==> src/rtl/rom_fetch_pkg.sv <==
// Shared encodings for the ROM fetch arbiter: transfer sizes, FSM states, owners.
// Latency: n/a (types and helpers only).
// Backpressure: n/a.
package rom_fetch_pkg;

    typedef enum logic [1:0] {
        SZ_BYTE = 2'd0,
        SZ_HALF = 2'd1,
        SZ_WORD = 2'd2,
        SZ_RSVD = 2'd3
    } size_e;

    typedef enum logic [2:0] {
        ST_IDLE  = 3'd0,
        ST_BEAT0 = 3'd1,
        ST_BEAT1 = 3'd2,
        ST_WAIT  = 3'd3,
        ST_DONE  = 3'd4
    } state_e;

    typedef enum logic {
        OWN_IF = 1'b0,
        OWN_DL = 1'b1
    } owner_e;

    // The reserved size code fetches a full word.
    function automatic logic is_word(input logic [1:0] sz);
        return (sz == SZ_WORD) || (sz == SZ_RSVD);
    endfunction

endpackage

==> src/rtl/rr_arbiter2.sv <==
// Two-input arbiter (IF vs DL) with last-grant register; FAIR=0 forces IF priority.
// Latency: combinational grant; last-grant updates on the edge where take is high.
// Backpressure: none; the caller decides when a grant is taken.
//
// Ports:
//   clk, reset      clock, async active-low reset (last-grant resets to DL)
//   req_if, req_dl  candidate requests
//   take            the caller consumes the grant this cycle
//   gnt_vld         at least one request is present
//   gnt_own         winner (0 = IF, 1 = DL)
module rr_arbiter2
    import rom_fetch_pkg::*;
#(
    parameter bit FAIR = 1'b1
) (
    input  logic clk,
    input  logic reset,
    input  logic req_if,
    input  logic req_dl,
    input  logic take,
    output logic gnt_vld,
    output logic gnt_own
);

    owner_e last_q;
    owner_e win;

    always_comb begin
        win = OWN_IF;
        if (req_if && req_dl) begin
            // Contention: the side that did not win last time goes first.
            win = (FAIR && (last_q == OWN_IF)) ? OWN_DL : OWN_IF;
        end else if (req_dl) begin
            win = OWN_DL;
        end
    end

    assign gnt_vld = req_if | req_dl;
    assign gnt_own = win;

    always_ff @(posedge clk or negedge reset) begin
        if (!reset) begin
            last_q <= OWN_DL;
        end else if (take && gnt_vld) begin
            last_q <= win;
        end
    end

endmodule

==> src/rtl/rom_fetch_arbiter.sv <==
// Shares a dual-port byte ROM between IF and DL, assembling LE byte/half/word results.
// Latency: ack in the cycle after grant edge +2 (byte/half) or +3 (word); ack lasts one cycle.
// Backpressure: requesters hold req until their ack; a new grant may close the ack cycle.
//
// Ports:
//   clk, reset                  clock, async active-low reset
//   if_req/if_addr/if_ack       instruction fetch requester (always word)
//   dl_req/dl_addr/dl_size/dl_ack  data load requester
//   rdata                       assembled, zero-extended result; valid while an ack is high
//   busy                        transfer in progress (any state but IDLE)
//   rom_addr/rom_addr_a         registered ROM addresses (ports 0 and A)
//   rom_data/rom_data_a         ROM read data, one cycle after the address
module rom_fetch_arbiter
    import rom_fetch_pkg::*;
#(
    parameter int ADDR_WIDTH = 32,
    parameter bit FAIR       = 1'b1
) (
    input  logic                  clk,
    input  logic                  reset,
    input  logic                  if_req,
    input  logic [ADDR_WIDTH-1:0] if_addr,
    output logic                  if_ack,
    input  logic                  dl_req,
    input  logic [ADDR_WIDTH-1:0] dl_addr,
    input  logic [1:0]            dl_size,
    output logic                  dl_ack,
    output logic [31:0]           rdata,
    output logic                  busy,
    output logic [ADDR_WIDTH-1:0] rom_addr,
    output logic [ADDR_WIDTH-1:0] rom_addr_a,
    input  logic [7:0]            rom_data,
    input  logic [7:0]            rom_data_a
);

    state_e                  state_q;
    state_e                  state_d;
    owner_e                  own_q;
    logic [ADDR_WIDTH-1:0]   addr_q;
    logic [1:0]              size_q;
    logic                    word_q;

    logic                    grant_win;
    logic                    if_req_m;
    logic                    dl_req_m;
    logic                    gnt_vld;
    logic                    gnt_own;
    logic                    gnt;
    logic [ADDR_WIDTH-1:0]   gnt_addr;
    logic [1:0]              gnt_size;

    assign word_q = is_word(size_q);

    // The requester being acked still shows req at the DONE closing edge;
    // mask it so the finished transfer is not granted a second time.
    assign if_req_m = if_req & ~((state_q == ST_DONE) && (own_q == OWN_IF));
    assign dl_req_m = dl_req & ~((state_q == ST_DONE) && (own_q == OWN_DL));

    rr_arbiter2 #(
        .FAIR (FAIR)
    ) u_arb (
        .clk     (clk),
        .reset   (reset),
        .req_if  (if_req_m),
        .req_dl  (dl_req_m),
        .take    (grant_win),
        .gnt_vld (gnt_vld),
        .gnt_own (gnt_own)
    );

    assign gnt      = grant_win & gnt_vld;
    assign gnt_addr = (gnt_own == OWN_IF) ? if_addr : dl_addr;
    assign gnt_size = (gnt_own == OWN_IF) ? 2'(SZ_WORD) : dl_size;

    // State register
    always_ff @(posedge clk or negedge reset) begin
        if (!reset) begin
            state_q <= ST_IDLE;
        end else begin
            state_q <= state_d;
        end
    end

    // Next-state logic
    always_comb begin
        state_d = state_q;
        case (state_q)
            ST_IDLE, ST_DONE: state_d = gnt ? ST_BEAT0 : ST_IDLE;
            ST_BEAT0:         state_d = word_q ? ST_BEAT1 : ST_WAIT;
            ST_BEAT1:         state_d = ST_WAIT;
            ST_WAIT:          state_d = ST_DONE;
            default:          state_d = ST_IDLE;
        endcase
    end

    // Output / control decode
    always_comb begin
        busy      = 1'b1;
        grant_win = 1'b0;
        case (state_q)
            ST_IDLE: begin
                busy      = 1'b0;
                grant_win = 1'b1;
            end
            ST_DONE: grant_win = 1'b1;
            default: ;
        endcase
    end

    // Datapath: latched request, ROM addresses, byte assembly, acks.
    always_ff @(posedge clk or negedge reset) begin
        if (!reset) begin
            own_q      <= OWN_IF;
            addr_q     <= '0;
            size_q     <= '0;
            rom_addr   <= '0;
            rom_addr_a <= '0;
            rdata      <= '0;
            if_ack     <= 1'b0;
            dl_ack     <= 1'b0;
        end else begin
            if_ack <= (state_q == ST_WAIT) && (own_q == OWN_IF);
            dl_ack <= (state_q == ST_WAIT) && (own_q == OWN_DL);

            case (state_q)
                ST_IDLE, ST_DONE: begin
                    if (gnt) begin
                        own_q      <= owner_e'(gnt_own);
                        addr_q     <= gnt_addr;
                        size_q     <= gnt_size;
                        rom_addr   <= gnt_addr;
                        rom_addr_a <= gnt_addr + ADDR_WIDTH'(1);
                    end
                end
                ST_BEAT0: begin
                    // Byte/half leave the ports parked; the second pair is never read.
                    if (word_q) begin
                        rom_addr   <= addr_q + ADDR_WIDTH'(2);
                        rom_addr_a <= addr_q + ADDR_WIDTH'(3);
                    end
                end
                ST_BEAT1: begin
                    rdata[15:0] <= {rom_data_a, rom_data};
                end
                ST_WAIT: begin
                    case (size_q)
                        SZ_BYTE: rdata <= {24'd0, rom_data};
                        SZ_HALF: rdata <= {16'd0, rom_data_a, rom_data};
                        default: rdata[31:16] <= {rom_data_a, rom_data};
                    endcase
                end
                default: ;
            endcase
        end
    end

endmodule

==> config.mk <==
export PLATFORM = sky130hd
export DESIGN_NAME = rom_fetch_arbiter
export DESIGN_NICKNAME = d
export VERILOG_FILES = /design/src/rtl/rom_fetch_pkg.sv /design/src/rtl/rr_arbiter2.sv /design/src/rtl/rom_fetch_arbiter.sv
export SDC_FILE = /design/constraint.sdc
export NUM_CORES = 1
export LEC_CHECK = 0
export CORE_MARGIN = 2
export CORE_UTILIZATION = 40
export CTS_BUF_LIST = sky130_fd_sc_hd__clkbuf_4 sky130_fd_sc_hd__clkbuf_8
export DETAILED_ROUTE_END_ITERATION = 8
export PLACE_DENSITY = 0.66
export SYNTH_ARGS = -nofsm -noshare
export SYNTH_HDL_FRONTEND = slang
export SYNTH_SLANG_ARGS = --single-unit
==> constraint.sdc <==
create_clock -name clk -period 3.92 [get_ports clk]
set_clock_uncertainty 0.05 [all_clocks]
set_input_delay 0.784 -clock clk [delete_from_list [all_inputs] [get_ports clk]]
set_output_delay 0.784 -clock clk [all_outputs]
set_load 0.02 [all_outputs]
==> results of run 1 <==
[through the flow]
stage | cell area, um2 | hold WS [ps] | setup slack, ps
2_1_floorplan | 8420 | 424 | 732
3_3_place_gp | 10500 | 398 | 215
3_5_place_dp | 10500 | 410 | 194
4_1_cts | 10900 | 273 | 674
5_1_grt | 10900 | 294 | 374
6_report | 10900 | 259 | 610
[state kept, by name, summed over array words and instances, names as in the netlist]
name and count:
addr_q 32, rdata 32, rom_addr 32, rom_addr_a 32, state_q 3, size_q 2
dl_ack 1, if_ack 1, own_q 1, u_arb.last_q 1
[cells in the final DEF, fill, tap and decap left out, drive strengths merged, types with 5 or more instances in the layout]
cell / netlist / routed
a211oi: 6 / 6
a21oi: 37 / 37
a22o: 9 / 9
a22oi: 8 / 8
and3: 14 / 14
buf: 35 / 26
clkbuf: 33 / 19
clkdlybuf4s50: 0 / 183
dfrtp: 136 / 136
inv: 8 / 15
mux2: 10 / 10
mux2i: 36 / 36
nand2: 194 / 194
nand2b: 5 / 5
nand3: 47 / 47
nand4: 32 / 32
nor2: 50 / 50
nor3: 33 / 33
nor4: 16 / 16
o21ai: 119 / 119
xnor2: 48 / 48
xor2: 47 / 47
[worst paths after layout]
path                              start        endpoint  slack [ps]  cells past startpoint
setup / recovery                 if_req  rom_addr_a[18]         610                     12
hold / removal                    reset        rdata[9]         260                      1
setup reg to reg             state_q[0]  rom_addr_a[18]         720                     11
hold reg to reg            rom_addr[29]    rom_addr[29]         430                      2
max in group asynchronous         reset    u_arb.last_q        2720                      2
min in group clk           rom_addr[29]    rom_addr[29]         430                      2
[power by group]
group / switching [mW] / internal [mW] / leakage [nW] / total [mW]
sequential: 0.724 / 2.13 / 1.67 / 2.85
clock: 0.635 / 0.684 / 0.216 / 1.32
combinational: 2.76 / 1.99 / 2.65 / 4.76
total: 4.12 / 4.81 / 4.53 / 8.93
[logic make-up after synthesis]
group	after synthesis	share of synthesized area
adder cells (fa/ha/maj)	4	0.00594
buffers and inverters	76	0.0428
AO/OA/AOI/OAI	209	0.145
AND/OR/NAND/NOR	415	0.243
XOR/XNOR	95	0.0988
flip-flops	137	0.407
multiplexers	46	0.0571
[worst max-delay path: stages]
cell and delay [ps]:
clkdlybuf4s50_1 490, nand2_1 80, o221a_2 320, mux2i_1 160
inv_1 80, ha_1 320, nand3_1 200, nor4_1 350
mux2i_2 240, nor3_1 280, xor2_1 170, o21ai_0 90
[synthesized netlist by cell type, types with 4 or more instances]
cell and number:
a211oi_1 5, a21o_1 4, a21oi_1 37, a22o_1 9, a22oi_1 8, a31oi_1 4
and3_1 14, buf_1 7, buf_2 19, buf_4 5, buf_6 4, clkbuf_1 31
dfrtp_1 136, ha_1 4, inv_1 8, mux2_2 10, mux2i_1 34, nand2_1 193
nand2b_1 5, nand3_1 46, nand4_1 30, nor2_1 50, nor2b_1 4, nor3_1 29
nor3_2 4, nor4_1 12, nor4_4 4, o21ai_0 111, o21ai_1 8, or3_1 4
xnor2_1 48, xor2_1 47
[cell type report]
| type | count | area, um2 |
|---|---|---|
| fillers | 2032 | 9890 |
| multi-input cells | 769 | 4630 |
| flip-flops and latches | 137 | 3430 |
| repair buffers | 209 | 2060 |
| well taps | 275 | 344 |
| clock buffers | 19 | 262 |
| clock inverters | 13 | 181 |
| inverters | 8 | 30.0 |
[metal layers]
| layer | track usage | vias to the layer above | wire (um) |
|---|---|---|---|
| met4 | 0.0852 | 0 | 702 |
| li1 | - | 3772 | - |
| met3 | 0.0529 | 53 | 2520 |
| met1 | 0.367 | 3822 | 12600 |
| met5 | 0 | - | 0 |
| met2 | 0.413 | 429 | 13000 |
==> flow_metrics.py, run 1 <==
metrics = {
    "grt": {
        "track_usage": 0.264,
        "grt_pass1_wl_um": 44800,
        "grt_max_degree": 79,
        "grt_pass1_vias": 7811,
        "antenna_found_initial": 0,
        "grt_overflow": 0,
    },
    "routing": {
        "first_pass_iters": 8,
        "drc_errors": 0,
        "via_per_inst": 5.65,
        "wire_per_inst_um": 20.1,
        "wirelength_um": 28800,
        "postRouteAntennaNets": 0,
        "first_iter_violations": 822,
        "via_count": 8076,
    },
    "pwr": {
        "power_mw": 8.93,
        "p_leak_nw": 4.53,
        "irDropWorstVdd_v": 0.000479,
        "powerDensity_mw_per_mm2": 816,
    },
    "clock_network": {
        "hold_buffers": 0,
        "clk_latency_ps": 470,
        "cts_tree": "built",
        "clockBufferDepth": 2,
        "h-tree-depth": 4,
        "cts_made_buffers": 17,
        "clock_sinks": 137,
        "cts.clk_slew.worst_paths_ps": 90,
        "root_buffer": "clkbuf_8",
        "post_cts_resize_count": 0,
        "postCtsSetupBuffers": 0,
    },
    "timing": {
        "setup_viol": 0,
        "post-route-min-period_ps": 3310,
        "tightest_slew_ps": 1020,
        "slew_headroom": 0.317,
        "max_freq_mhz": 302,
        "min_period_over_period": 0.844,
        "hold_viol_final": 0,
        "fin_tns_setup_ps": 0,
        "maxSlewViolCount": 0,
        "rsz0062_at_grt": "no",
    },
    "worst_setup_path": {
        "critPathRequiredTime_ps": 4180,
        "cp_max_fo": 6,
        "worstPathArrival_ps": 3570,
        "criticalPathCategory": "in2reg",
        "endpoint_kind": "flip-flop",
        "worstSetupStartpointType": "input port",
    },
    "status": {
        "outcome": "completed",
    },
    "final_layout": {
        "stdcell_count": 1430,
        "drive_above_1_share": 0.0814,
        "area_growth_pct": 29.9,
        "fin_nets": 1232,
        "fin_util": 0.525,
        "diodes": 0,
    },
    "yosys": {
        "yosysTopAreaCell": "dfrtp_1",
        "synth_edf_count": 0,
        "synth_seq_cells": 137,
        "netlist_area_mm2": 0.00842,
        "syn-num-nets": 1072,
        "synth_seq_area_share": 0.407,
        "yosysWarnings": 0,
        "synth_top_area_frac": 0.404,
        "synth_ff_type": "dfrtp_1",
        "ys_top_cells_by_area": "dfrtp_1 40%, nand2_1 8.6%, o21ai_0 6.6%",
        "synth-async-reset-ratio": 1.00,
        "syn_inst": 982,
        "yosysUniqueCellTypes": 65,
        "postSynthAreaPerCell_um2": 8.58,
    },
    "floorplan": {
        "dieWidth_um": 149,
        "ios": 185,
        "design.die.area_mm2": 0.0222,
        "rows": 53,
        "die_h_um": 149,
        "core_area_mm2": 0.0208,
        "initial_core_util": 0.404,
    },
    "flow_run": {
        "drv_cap": 0,
    },
    "worst_hold_path": {
        "hp-class": "in2async",
    },
    "placement": {
        "gp_congestion": 1.00,
        "dp_cells": 1398,
        "dpl.hpwl_um": 21000,
        "io_buffers": 184,
    },
}
Note: power is estimated with default switching activity, not from simulation.
==> run 2, diff against run 1 <==
==> constraint.sdc (replaced) <==
create_clock -name clk -period 3.2 [get_ports clk]
set_clock_uncertainty 0.05 [all_clocks]
set_input_delay 0.64 -clock clk [delete_from_list [all_inputs] [get_ports clk]]
set_output_delay 0.64 -clock clk [all_outputs]
set_load 0.02 [all_outputs]
==> run 2 against run 1 <==
Against the previous run: wire length up 1.3%; critical path depth down 1; flip-flop and latch count unchanged; first-iteration DRC count up 11%; utilization up 1.5 points; largest power group unchanged.
==> flow_metrics.py, run 2 (same netlist as run 1, synthesis figures left out) <==
metrics = {
    "status": {
        "outcome": "completed",
    },
    "timing": {
        "max_freq_mhz": 334,
        "maxSlewViolCount": 0,
        "rsz0062_at_grt": "no",
        "hold_viol_final": 0,
        "worst_slack_ps": 206,
        "fin_tns_setup_ps": 0,
        "post-route-min-period_ps": 2990,
        "whs_ps": 79.9,
        "slew_headroom": 0.524,
        "setup_viol": 0,
        "tightest_slew_ps": 707,
        "min_period_over_period": 0.936,
    },
    "placement": {
        "dpl.hpwl_um": 21400,
        "dp_cells": 1438,
        "io_buffers": 184,
        "gp_congestion": 0.925,
        "dp_slack_ps": -202,
    },
    "floorplan": {
        "core_area_mm2": 0.0208,
        "initial_core_util": 0.404,
        "ios": 185,
        "rows": 53,
        "die_h_um": 149,
        "dieWidth_um": 149,
        "design.die.area_mm2": 0.0222,
    },
    "grt": {
        "grt_overflow": 0,
        "met3_usage": 0.0498,
        "globalRouteMet1Util": 0.380,
        "use_met2": 0.396,
        "antenna_found_initial": 1,
        "track_usage": 0.265,
        "grt_pass1_wl_um": 45200,
        "grt_pass1_vias": 7799,
        "top_usage_layer": "met2",
        "grt_max_degree": 73,
    },
    "clock_network": {
        "clockBufferDepth": 2,
        "cts.clk_slew.worst_paths_ps": 90,
        "h-tree-depth": 4,
        "cts_tree": "built",
        "postCtsSetupBuffers": 0,
        "hold_buffers": 0,
        "clock_sinks": 137,
        "cts_made_buffers": 17,
        "root_buffer": "clkbuf_8",
        "clk_latency_ps": 470,
    },
    "routing": {
        "via_per_inst": 5.64,
        "via_count": 8285,
        "first_pass_iters": 5,
        "postRouteAntennaNets": 0,
        "wire_per_inst_um": 19.8,
        "drc_errors": 0,
        "wirelength_um": 29100,
        "first_iter_violations": 915,
    },
    "worst_setup_path": {
        "critPathRequiredTime_ps": 3530,
        "worstSetupStartpointType": "flip-flop",
        "worstPathArrival_ps": 3330,
        "cp_max_fo": 9,
        "reg2reg_depth": 11,
        "critical_path.max_stage_delay_ps": 500,
        "criticalPathCategory": "reg2reg",
        "endpoint_kind": "flip-flop",
        "cp_cell_sequence": "or2_1 > o221a_2 > mux2i_1 > inv_1 > ha_1 > nand4_1 > nor2_1 > nand4_1 > xor2_1 > or4_1 > o221ai_1",
        "slowest_stage": "dfrtp_1",
        "crit_top_cell": "nand4_1",
    },
    "pwr": {
        "power_mw": 11.0,
        "p_clk_frac": 0.134,
        "intPower_mw": 5.88,
        "p_switching_mw": 5.14,
        "pwr-share-comb": 0.547,
        "power_frac_seq": 0.319,
        "swShare": 0.467,
        "powerDensity_mw_per_mm2": 981,
        "p_leak_nw": 4.73,
        "irDropWorstVdd_v": 0.000514,
    },
    "final_layout": {
        "stdcell_count": 1470,
        "fin_nets": 1272,
        "final_common_cell": "nand2_1",
        "final_cell_mix": "193 x nand2_1, 183 x clkdlybuf4s50_1, 136 x dfrtp_1, 111 x o21ai_0, 60 x buf_4",
        "drive_above_1_share": 0.115,
        "diodes": 0,
        "area_growth_pct": 33.5,
    },
    "flow_run": {
        "drv_cap": 0,
    },
    "worst_hold_path": {
        "hp-class": "in2async",
    },
}
[run 2: changes by cell type in the layout (fill, tap and decap cells not counted), sizes merged]
cell | previous run | this run
buf | 26 | 66
clkinvlp | 3 | 1
clkinv | 0 | 4
bufinv | 3 | 1
[run 2: metrics by stage]
step           instance area [um2]  utilization
2_1_floorplan                 8420            -
3_3_place_gp                 10800        0.520
3_5_place_dp                 10800        0.520
4_1_cts                      11200        0.539
5_1_grt                      11200        0.540
6_report                     11200        0.540
[run 2: what timing repair did]
| item | in CTS | in global routing |
|---|---|---|
| hold endpoints to repair | 0 | 0 |
| setup endpoints to repair | 0 | 7 |
| gates resized for setup | 0 | 3 |
[run 2: path summary, 6_finish.rpt]
| kind | slack, ps | from | endpoint |
|---|---|---|---|
| max | 210 | state_q[0] | rom_addr_a[24] |
| min | 80 | reset | rdata[24] |
| max reg2reg | 210 | state_q[0] | rom_addr_a[24] |
| min reg2reg | 420 | rom_addr[26] | rom_addr[26] |
| max in group asynchronous | 2300 | reset | addr_q[10] |
| min in group clk | 420 | rom_addr[26] | rom_addr[26] |
[run 2: routing by layer]
layer	up-vias	wire (um)
li1	3848	-
met1	3949	12800
met2	425	12700
met3	63	2520
met4	0	1090
met5	-	0
[run 2: cell type report]
type	instances	area [um2]
fill	1999	9580
multi-input combinational	769	4650
tap	275	344
inverter	8	30.0
timing repair buffer	249	2390
clock inverter	13	135
clock buffer	19	255
sequential	137	3430
[run 2: power groups by stage]
stage | Sequential, mW | Clock [mW] | Combinational, mW
final | 3.51 | 1.47 | 6.04
after global routing | 3.63 | 1.57 | 6.55
after CTS | 3.50 | 1.50 | 6.04
after detailed placement | 3.52 | 0 | 6.02
after global placement | 3.51 | 0 | 5.94
after floorplan | 3.84 | 0 | 3.05
[run 2: critical path, delay by kind of cell, from the launching register on]
kind	cells	cell delay, ps
mux	1	140
fa+ha+maj	1	220
compound gates	2	380
buf+inv	1	80
flops	1	500
xor+xnor	1	160
simple gates	5	1380
==> run 3, diff against run 2 <==
--- a/config.mk
+++ b/config.mk
@@ -8,6 +8,7 @@
 export CORE_MARGIN = 2
 export CORE_UTILIZATION = 40
 export CTS_BUF_LIST = sky130_fd_sc_hd__clkbuf_4 sky130_fd_sc_hd__clkbuf_8
+export CTS_CLUSTER_SIZE = 8
 export DETAILED_ROUTE_END_ITERATION = 8
 export PLACE_DENSITY = 0.66
 export SYNTH_ARGS = -nofsm -noshare
==> results of run 3 <==
Same layout as run 2: the final DEF is identical, and so are final timing and power.
